**config.mk**
```make
export PLATFORM = sky130hd
export DESIGN_NAME = fetch_stage
export DESIGN_NICKNAME = d
export VERILOG_FILES = /design/src/rtl/fetch_stage.sv
export SDC_FILE = /design/constraint.sdc
export NUM_CORES = 1
export LEC_CHECK = 0
export ABC_AREA = 1
export BUFFER_PORTS_ARGS = -buffer_cell sky130_fd_sc_hd__buf_2
export CAP_MARGIN = 20
export CORE_AREA = 3 3 142 144
export DETAILED_ROUTE_END_ITERATION = 10
export DIE_AREA = 0 0 145 147
export PLACE_DENSITY = 0.73
export SETUP_SLACK_MARGIN = 0.4
export SYNTH_ARGS = -nofsm -noshare
export SYNTH_HDL_FRONTEND = slang
export SYNTH_SLANG_ARGS = --single-unit
```
**constraint.sdc**
```tcl
create_clock -name clk -period 1.75 [get_ports clk]
set_input_delay 0.175 -clock clk [delete_from_list [all_inputs] [get_ports clk]]
set_output_delay 0.175 -clock clk [all_outputs]
set_load 0.05 [all_outputs]
```
**src/rtl/fetch_stage.sv**
```systemverilog
// RV32I instruction-fetch stage with IF/ID pipeline register.
// One outstanding I-cache read at a time; a one-entry buffer absorbs a response that arrives while decode stalls.
module fetch_stage #(
  parameter logic [31:0] RESET_PC = 32'h00000060
) (
  input  logic        clk,
  input  logic        rst,
  input  logic        stall,
  input  logic        redirect,
  input  logic [31:0] redirect_pc,
  output logic        imem_read,
  output logic [31:0] imem_address,
  input  logic [31:0] imem_rdata,
  input  logic        imem_resp,
  output logic        if_id_valid,
  output logic [31:0] if_id_ir,
  output logic [31:0] if_id_pc,
  output logic [1:0]  fsm_state
);

  typedef enum logic [1:0] {
    FETCH  = 2'd0,
    HELD   = 2'd1,
    SQUASH = 2'd2
  } state_t;

  state_t      state, state_next;
  logic [31:0] pc, pc_next;
  logic [31:0] req_addr, req_addr_next;
  logic [31:0] hold_ir, hold_ir_next;
  logic [31:0] hold_pc, hold_pc_next;
  logic        valid_next;
  logic [31:0] ir_next, ir_pc_next;
  logic        out_ready;
  logic [31:0] seq_addr;

  assign out_ready = !if_id_valid || !stall;
  assign seq_addr  = req_addr + 32'd4;

  // Request depends only on registered state (and reset), never on rdata or stall.
  assign imem_read    = !rst && (state != HELD);
  assign imem_address = req_addr;
  assign fsm_state    = state;

  always_ff @(posedge clk) begin
    if (rst) begin
      state       <= FETCH;
      pc          <= RESET_PC;
      req_addr    <= RESET_PC;
      hold_ir     <= 32'd0;
      hold_pc     <= 32'd0;
      if_id_valid <= 1'b0;
      if_id_ir    <= 32'd0;
      if_id_pc    <= 32'd0;
    end else begin
      state       <= state_next;
      pc          <= pc_next;
      req_addr    <= req_addr_next;
      hold_ir     <= hold_ir_next;
      hold_pc     <= hold_pc_next;
      if_id_valid <= valid_next;
      if_id_ir    <= ir_next;
      if_id_pc    <= ir_pc_next;
    end
  end

  always_comb begin
    state_next    = state;
    pc_next       = pc;
    req_addr_next = req_addr;
    hold_ir_next  = hold_ir;
    hold_pc_next  = hold_pc;
    valid_next    = if_id_valid;
    ir_next       = if_id_ir;
    ir_pc_next    = if_id_pc;

    case (state)
      FETCH: begin
        if (redirect) begin
          valid_next = 1'b0;
          pc_next    = redirect_pc;
          // The cache request cannot be withdrawn, so an unanswered one is drained in SQUASH.
          if (imem_resp) begin
            req_addr_next = redirect_pc;
          end else begin
            state_next = SQUASH;
          end
        end else if (imem_resp) begin
          pc_next       = seq_addr;
          req_addr_next = seq_addr;
          if (out_ready) begin
            valid_next = 1'b1;
            ir_next    = imem_rdata;
            ir_pc_next = req_addr;
          end else begin
            hold_ir_next = imem_rdata;
            hold_pc_next = req_addr;
            state_next   = HELD;
          end
        end
      end

      HELD: begin
        if (redirect) begin
          valid_next    = 1'b0;
          pc_next       = redirect_pc;
          req_addr_next = redirect_pc;
          state_next    = FETCH;
        end else if (!stall) begin
          valid_next = 1'b1;
          ir_next    = hold_ir;
          ir_pc_next = hold_pc;
          state_next = FETCH;
        end
      end

      SQUASH: begin
        if (redirect) begin
          valid_next = 1'b0;
          pc_next    = redirect_pc;
        end
        if (imem_resp) begin
          req_addr_next = redirect ? redirect_pc : pc;
          state_next    = FETCH;
        end
      end

      default: begin
        state_next = FETCH;
      end
    endcase
  end

endmodule

```
Yosys cells after proc, flatten, opt, wreduce, memory -nomap -nowiden

Index checks and enable logic that the tools add are counted.
Widths: inputs -> output; s select.

Latch bits: 0
Output and inout port bits: 100
RAM bits: 0
Bits in registers: 195
ROM bits: 0
Memories kept: 0

$mul: 0
$add $sub $neg: 1
Eq/ne operators: 16
Multiplexer cells: 36
Div/mod/pow operators: 0
Bitwise logic cells: 2
Reduce and logical (&&, ||, !) cells: 16
Magnitude comparators: 0
Shift operators: 0

Operator list:

| kind                  | number |
|---|---|
| $mux 32               | 17 |
| $pmux 32 s2           | 3 |
| $pmux 32 s3           | 1 |
| $add 32x3->32 const B | 1 |
| $ne 2x2->1 const B    | 8 |
| $ne 3x3->1 const B    | 5 |
| $mux 2                | 7 |
| $reduce_and 5->1      | 2 |
| $reduce_and 4->1      | 2 |
| $mux 1                | 6 |
| $pmux 2 s3            | 1 |
| $reduce_and 6->1      | 1 |
| $reduce_bool 2->1     | 2 |
| $logic_not 1->1       | 3 |
| $pmux 1 s3            | 1 |
| $reduce_bool 3->1     | 1 |
| $eq 2x1->1 const B    | 1 |
| $eq 2x2->1 const B    | 1 |
| $logic_not 2->1       | 1 |
| $ne 2x1->1 const B    | 1 |
| $not 1->1             | 2 |
| $reduce_and 2->1      | 1 |
| $reduce_or 2->1       | 1 |
| $logic_and 1x1->1     | 1 |
| $logic_or 1x1->1      | 1 |

Depth between registers and ports, before layout

Word-level depth: 6
Mapped depth: 12

Least setup slack after synthesis

No wires, ideal clock.

Path kind: register to output
From: register state[1], in the netlist fsm_state[1]
To: output port imem_read
Data arrival time: 2.098 ns
Cell stages (with the launch flop): 7
Buffers on the path: 3
Path slack: -0.523 ns
Cell sequence: dfxtp_1 -> inv_1 -> ha_1 -> buf_2 -> buf_6 -> clkbuf_1 -> nor2_1

Word-level cells in the longest chain between the ends: 2

RTL lines:

| what                   | RTL line | RTL |
|---|---|---|
| start, declared        | 27       | `state_t state, state_next;` |
| start signal, assigned | 56       | `state <= state_next;` |
| $ne 2x1->1             | 41       | `assign imem_read = !rst && (state != HELD);` |
| $logic_and 1x1->1      | 41       |  |
| end, declared          | 11       | `output logic imem_read,` |

Every way passes these cells.

Final worst setup path

From: register req_addr[8], in the netlist imem_address[8]
To: register req_addr[14], in the netlist imem_address[14]

Word-level cells in the longest chain between the ends: 4

RTL lines:

| what                   | RTL line | RTL |
|---|---|---|
| start, declared        | 29       | `logic [31:0] req_addr, req_addr_next;` |
| start signal, assigned | 58       | `req_addr <= req_addr_next;` |
| $add 32x3->32          | 38       | `assign seq_addr = req_addr + 32'd4;` |
| $mux 32                | 88       | `end else if (imem_resp) begin` |
| $mux 32                | 79       | `if (redirect) begin` |
| $pmux 32 s3            | 77       | `case (state)` |

Every way passes these cells. The select of a mux whose other input is x is not followed.
A chain may end at the register's enable or synchronous reset.

==> results.json <==
{
  "outcome": "finished, violations left",
  "violations": "negative setup slack",
  "setup_viol": 2,
  "syn_nets": 1528,
  "fin_crit_sh": 1.01,
  "drc": 0,
  "multi_input_area_mm2": 0.00598,
  "synth_most_common_cell": "nand2_1",
  "regArea_mm2": 0.00401,
  "antenna_cells": 0,
  "hold_path.class": "in -> reg",
  "die_h_um": 147,
  "end_kind": "flip-flop",
  "critical_path.slowest_cell": "dfxtp_4",
  "max_stage_delay_ns": 0.39,
  "dpl.hpwl_mm": 18.8,
  "slew_headroom": 0.702,
  "slew_viol_final": 0,
  "placed_area_mm2": 0.0110,
  "clkLatencyLatePin_ns": 0.46,
  "post-route-min-period_ns": 1.76,
  "post-place-cells": 1820,
  "syn_inst": 1454,
  "vias": 11200,
  "cap_violations": 0,
  "fin_nets": 1753,
  "fin_ws_ns": -0.0109,
  "fmax_ghz": 0.568,
  "finalHoldViolations": 0,
  "synth-seq-area-share": 0.407,
  "synth_cell_type_count": 33,
  "grt.overflow.total": 0,
  "grt_pass1_vias": 9296,
  "grt_usage": 0.261,
  "total_power_mw": 16.5,
  "drt-vias-per-instance": 5.73,
  "worst_pin_slew_ns": 0.446,
  "root_buffer": "clkbuf_16",
  "final_cells": 1952,
  "synth.avg_cell_area_um2": 6.60,
  "utilization": 0.753,
  "start_kind": "flip-flop",
  "skew_ns": 0.0112,
  "critical_path.top_delay_family": "simple AND/OR/NAND/NOR gates",
  "worstPathCellList": "nand2_1, nor2_1, nand2_4, nor2_4, xor2_2, nand2_1, nand2_1, nand2_2, a21oi_2",
  "synth_common_cells": "361 x nand2_1, 248 x o21ai_0, 195 x dfxtp_1, 180 x nor2_1, 147 x a21oi_1",
  "arrival_ns": 2.15,
  "fp.coreArea_mm2": 0.0188,
  "synth_area_leaders": "dfxtp_1 41%, nand2_1 14%, o21ai_0 13%, a21oi_1 7.7%, nor2_1 7.0%",
  "io_buffer_count": 168,
  "nFillCells": 1392,
  "hold_ws_ns": 0.00953,
  "avgRoutedWirePerCell_um": 18.1,
  "clkSlewWorstSetupHoldPaths_ns": 0.08,
  "cts_sinks": 195,
  "syn_area_mm2": 0.00960,
  "cp_data_required_time_ns": 2.14,
  "synth_top_area_cell": "dfxtp_1",
  "grt_pass1_wl_mm": 46.5,
  "rsz0062_at_grt": "yes",
  "cts_tree": "built",
  "drtIter0Drc": 1202,
  "synth_edf_count": 0,
  "start_util": 0.510,
  "synth-main-ff-cell": "dfxtp_1",
  "postRouteAntennaNets": 0,
  "synth_top_cell_area_share": 0.407,
  "die_area_mm2": 0.0213,
  "gp_congestion": 0.953,
  "ys_warn_count": 0,
  "grt_max_degree": 63,
  "wl_mm": 35.3,
  "rows": 50,
  "async_flop_share": 0,
  "final_layout_size_suffix_gt1_frac": 0.346,
  "area_growth_pct": 47.8,
  "ios": 169,
  "vdd_ir_drop_max_v": 0.000824,
  "drt_first_pass_iters": 5,
  "synth-seq-cells": 195,
  "antenna_found_initial": 0,
  "worst-path-max-fanout": 6,
  "htreeDepth": 4,
  "cp_common_cell": "nand2_1",
  "crit_type": "reg -> reg",
  "path_buf_inv": 0,
  "cts_buffers": 17,
  "tns_ns": -0.0148,
  "p_leak_nw": 6.03,
  "powerDensity_mw_per_mm2": 1160,
  "die_w_um": 145,
  "fin_area_mm2": 0.0142,
  "place_ws_ns": 0.0401,
  "cts.path.max_buffers": 2
}
path summary, 6_finish.rpt:
kind / start / to / slack, ns / cells after the start
setup / recovery: imem_address[8] / imem_address[14] / -0.01 / 9
hold / removal: imem_rdata[11] / hold_ir[11] / 0.01 / 3
setup reg to reg: imem_address[8] / imem_address[14] / -0.01 / 9
hold reg to reg: if_id_pc[27] / if_id_pc[27] / 0.48 / 2
sequential cells by signal, summed over array words and instances, names as in the netlist:
register and cells:
hold_ir 32, hold_pc 32, if_id_ir 32, if_id_pc 32, imem_address 32, pc 32, fsm_state 2, if_id_valid 1
routing by layer:
| layer | share of wire | routed length, µm | track usage |
|---|---|---|---|
| met5 | 0 | 0 | 0 |
| met2 | 0.47 | 16500 | 0.420 |
| met4 | 0.041 | 1450 | 0.0879 |
| met3 | 0.087 | 3070 | 0.0475 |
| met1 | 0.40 | 14200 | 0.357 |
layout by cell type (no fill, tap or decap), drive strengths merged:
master / n
a211oi: 1
a21oi: 147
a221oi: 1
a22o: 1
a22oi: 1
a31oi: 39
and2: 1
buf: 256
bufbuf: 2
clkbuf: 35
clkinv: 8
clkinvlp: 1
dfxtp: 195
dlygate4sd3: 30
ha: 5
inv: 99
nand2: 367
nand3: 30
nand4: 1
nor2: 189
nor3: 1
o211ai: 1
o21a: 1
o21ai: 274
o221ai: 1
o22ai: 1
xor2: 4
where the power goes:
| part | leakage, nW | switching, mW | internal [mW] | total (mW) |
|---|---|---|---|---|
| Clock | 0.300 | 2.13 | 1.98 | 4.11 |
| Combinational | 4.11 | 4.35 | 2.35 | 6.70 |
| Sequential | 1.62 | 0.602 | 5.07 | 5.67 |
| Total | 6.03 | 7.08 | 9.40 | 16.5 |
kinds of logic (layout without fill, tap and decap cells):
logic type	Yosys count	after routing	synth area share
compound gates	468	468	0.252
xor+xnor	4	4	0.00365
fa+ha+maj	5	5	0.00652
buf+inv	193	431	0.0897
flops	195	195	0.407
simple gates	589	589	0.241
layout make-up:
type | count | share of cell area
clock inverters | 15 | 0.0133
repair buffers | 306 | 0.200
clock buffers | 17 | 0.0300
inverters | 92 | 0.0292
well taps | 260 | 0.0229
repair inverters | 1 | 0.000794
flip-flops and latches | 195 | 0.283
multi-input cells | 1066 | 0.421
worst min-delay path, cell delays in order:
cell,delay (ns)
buf_2,0.09
inv_1,0.07
a21oi_1,0.07
what timing repair did:
action | CTS | global route
gates resized for setup | 14 | 346
setup endpoints to repair | 192 | 198
endpoints found under the hold margin | 30 | 0
hold buffers | 30 | 0
gates cloned | 4 | 25
pin swaps | 8 | 98
buffers inserted | 9 | 32
No activity file was read; power rests on OpenSTA's default activity.
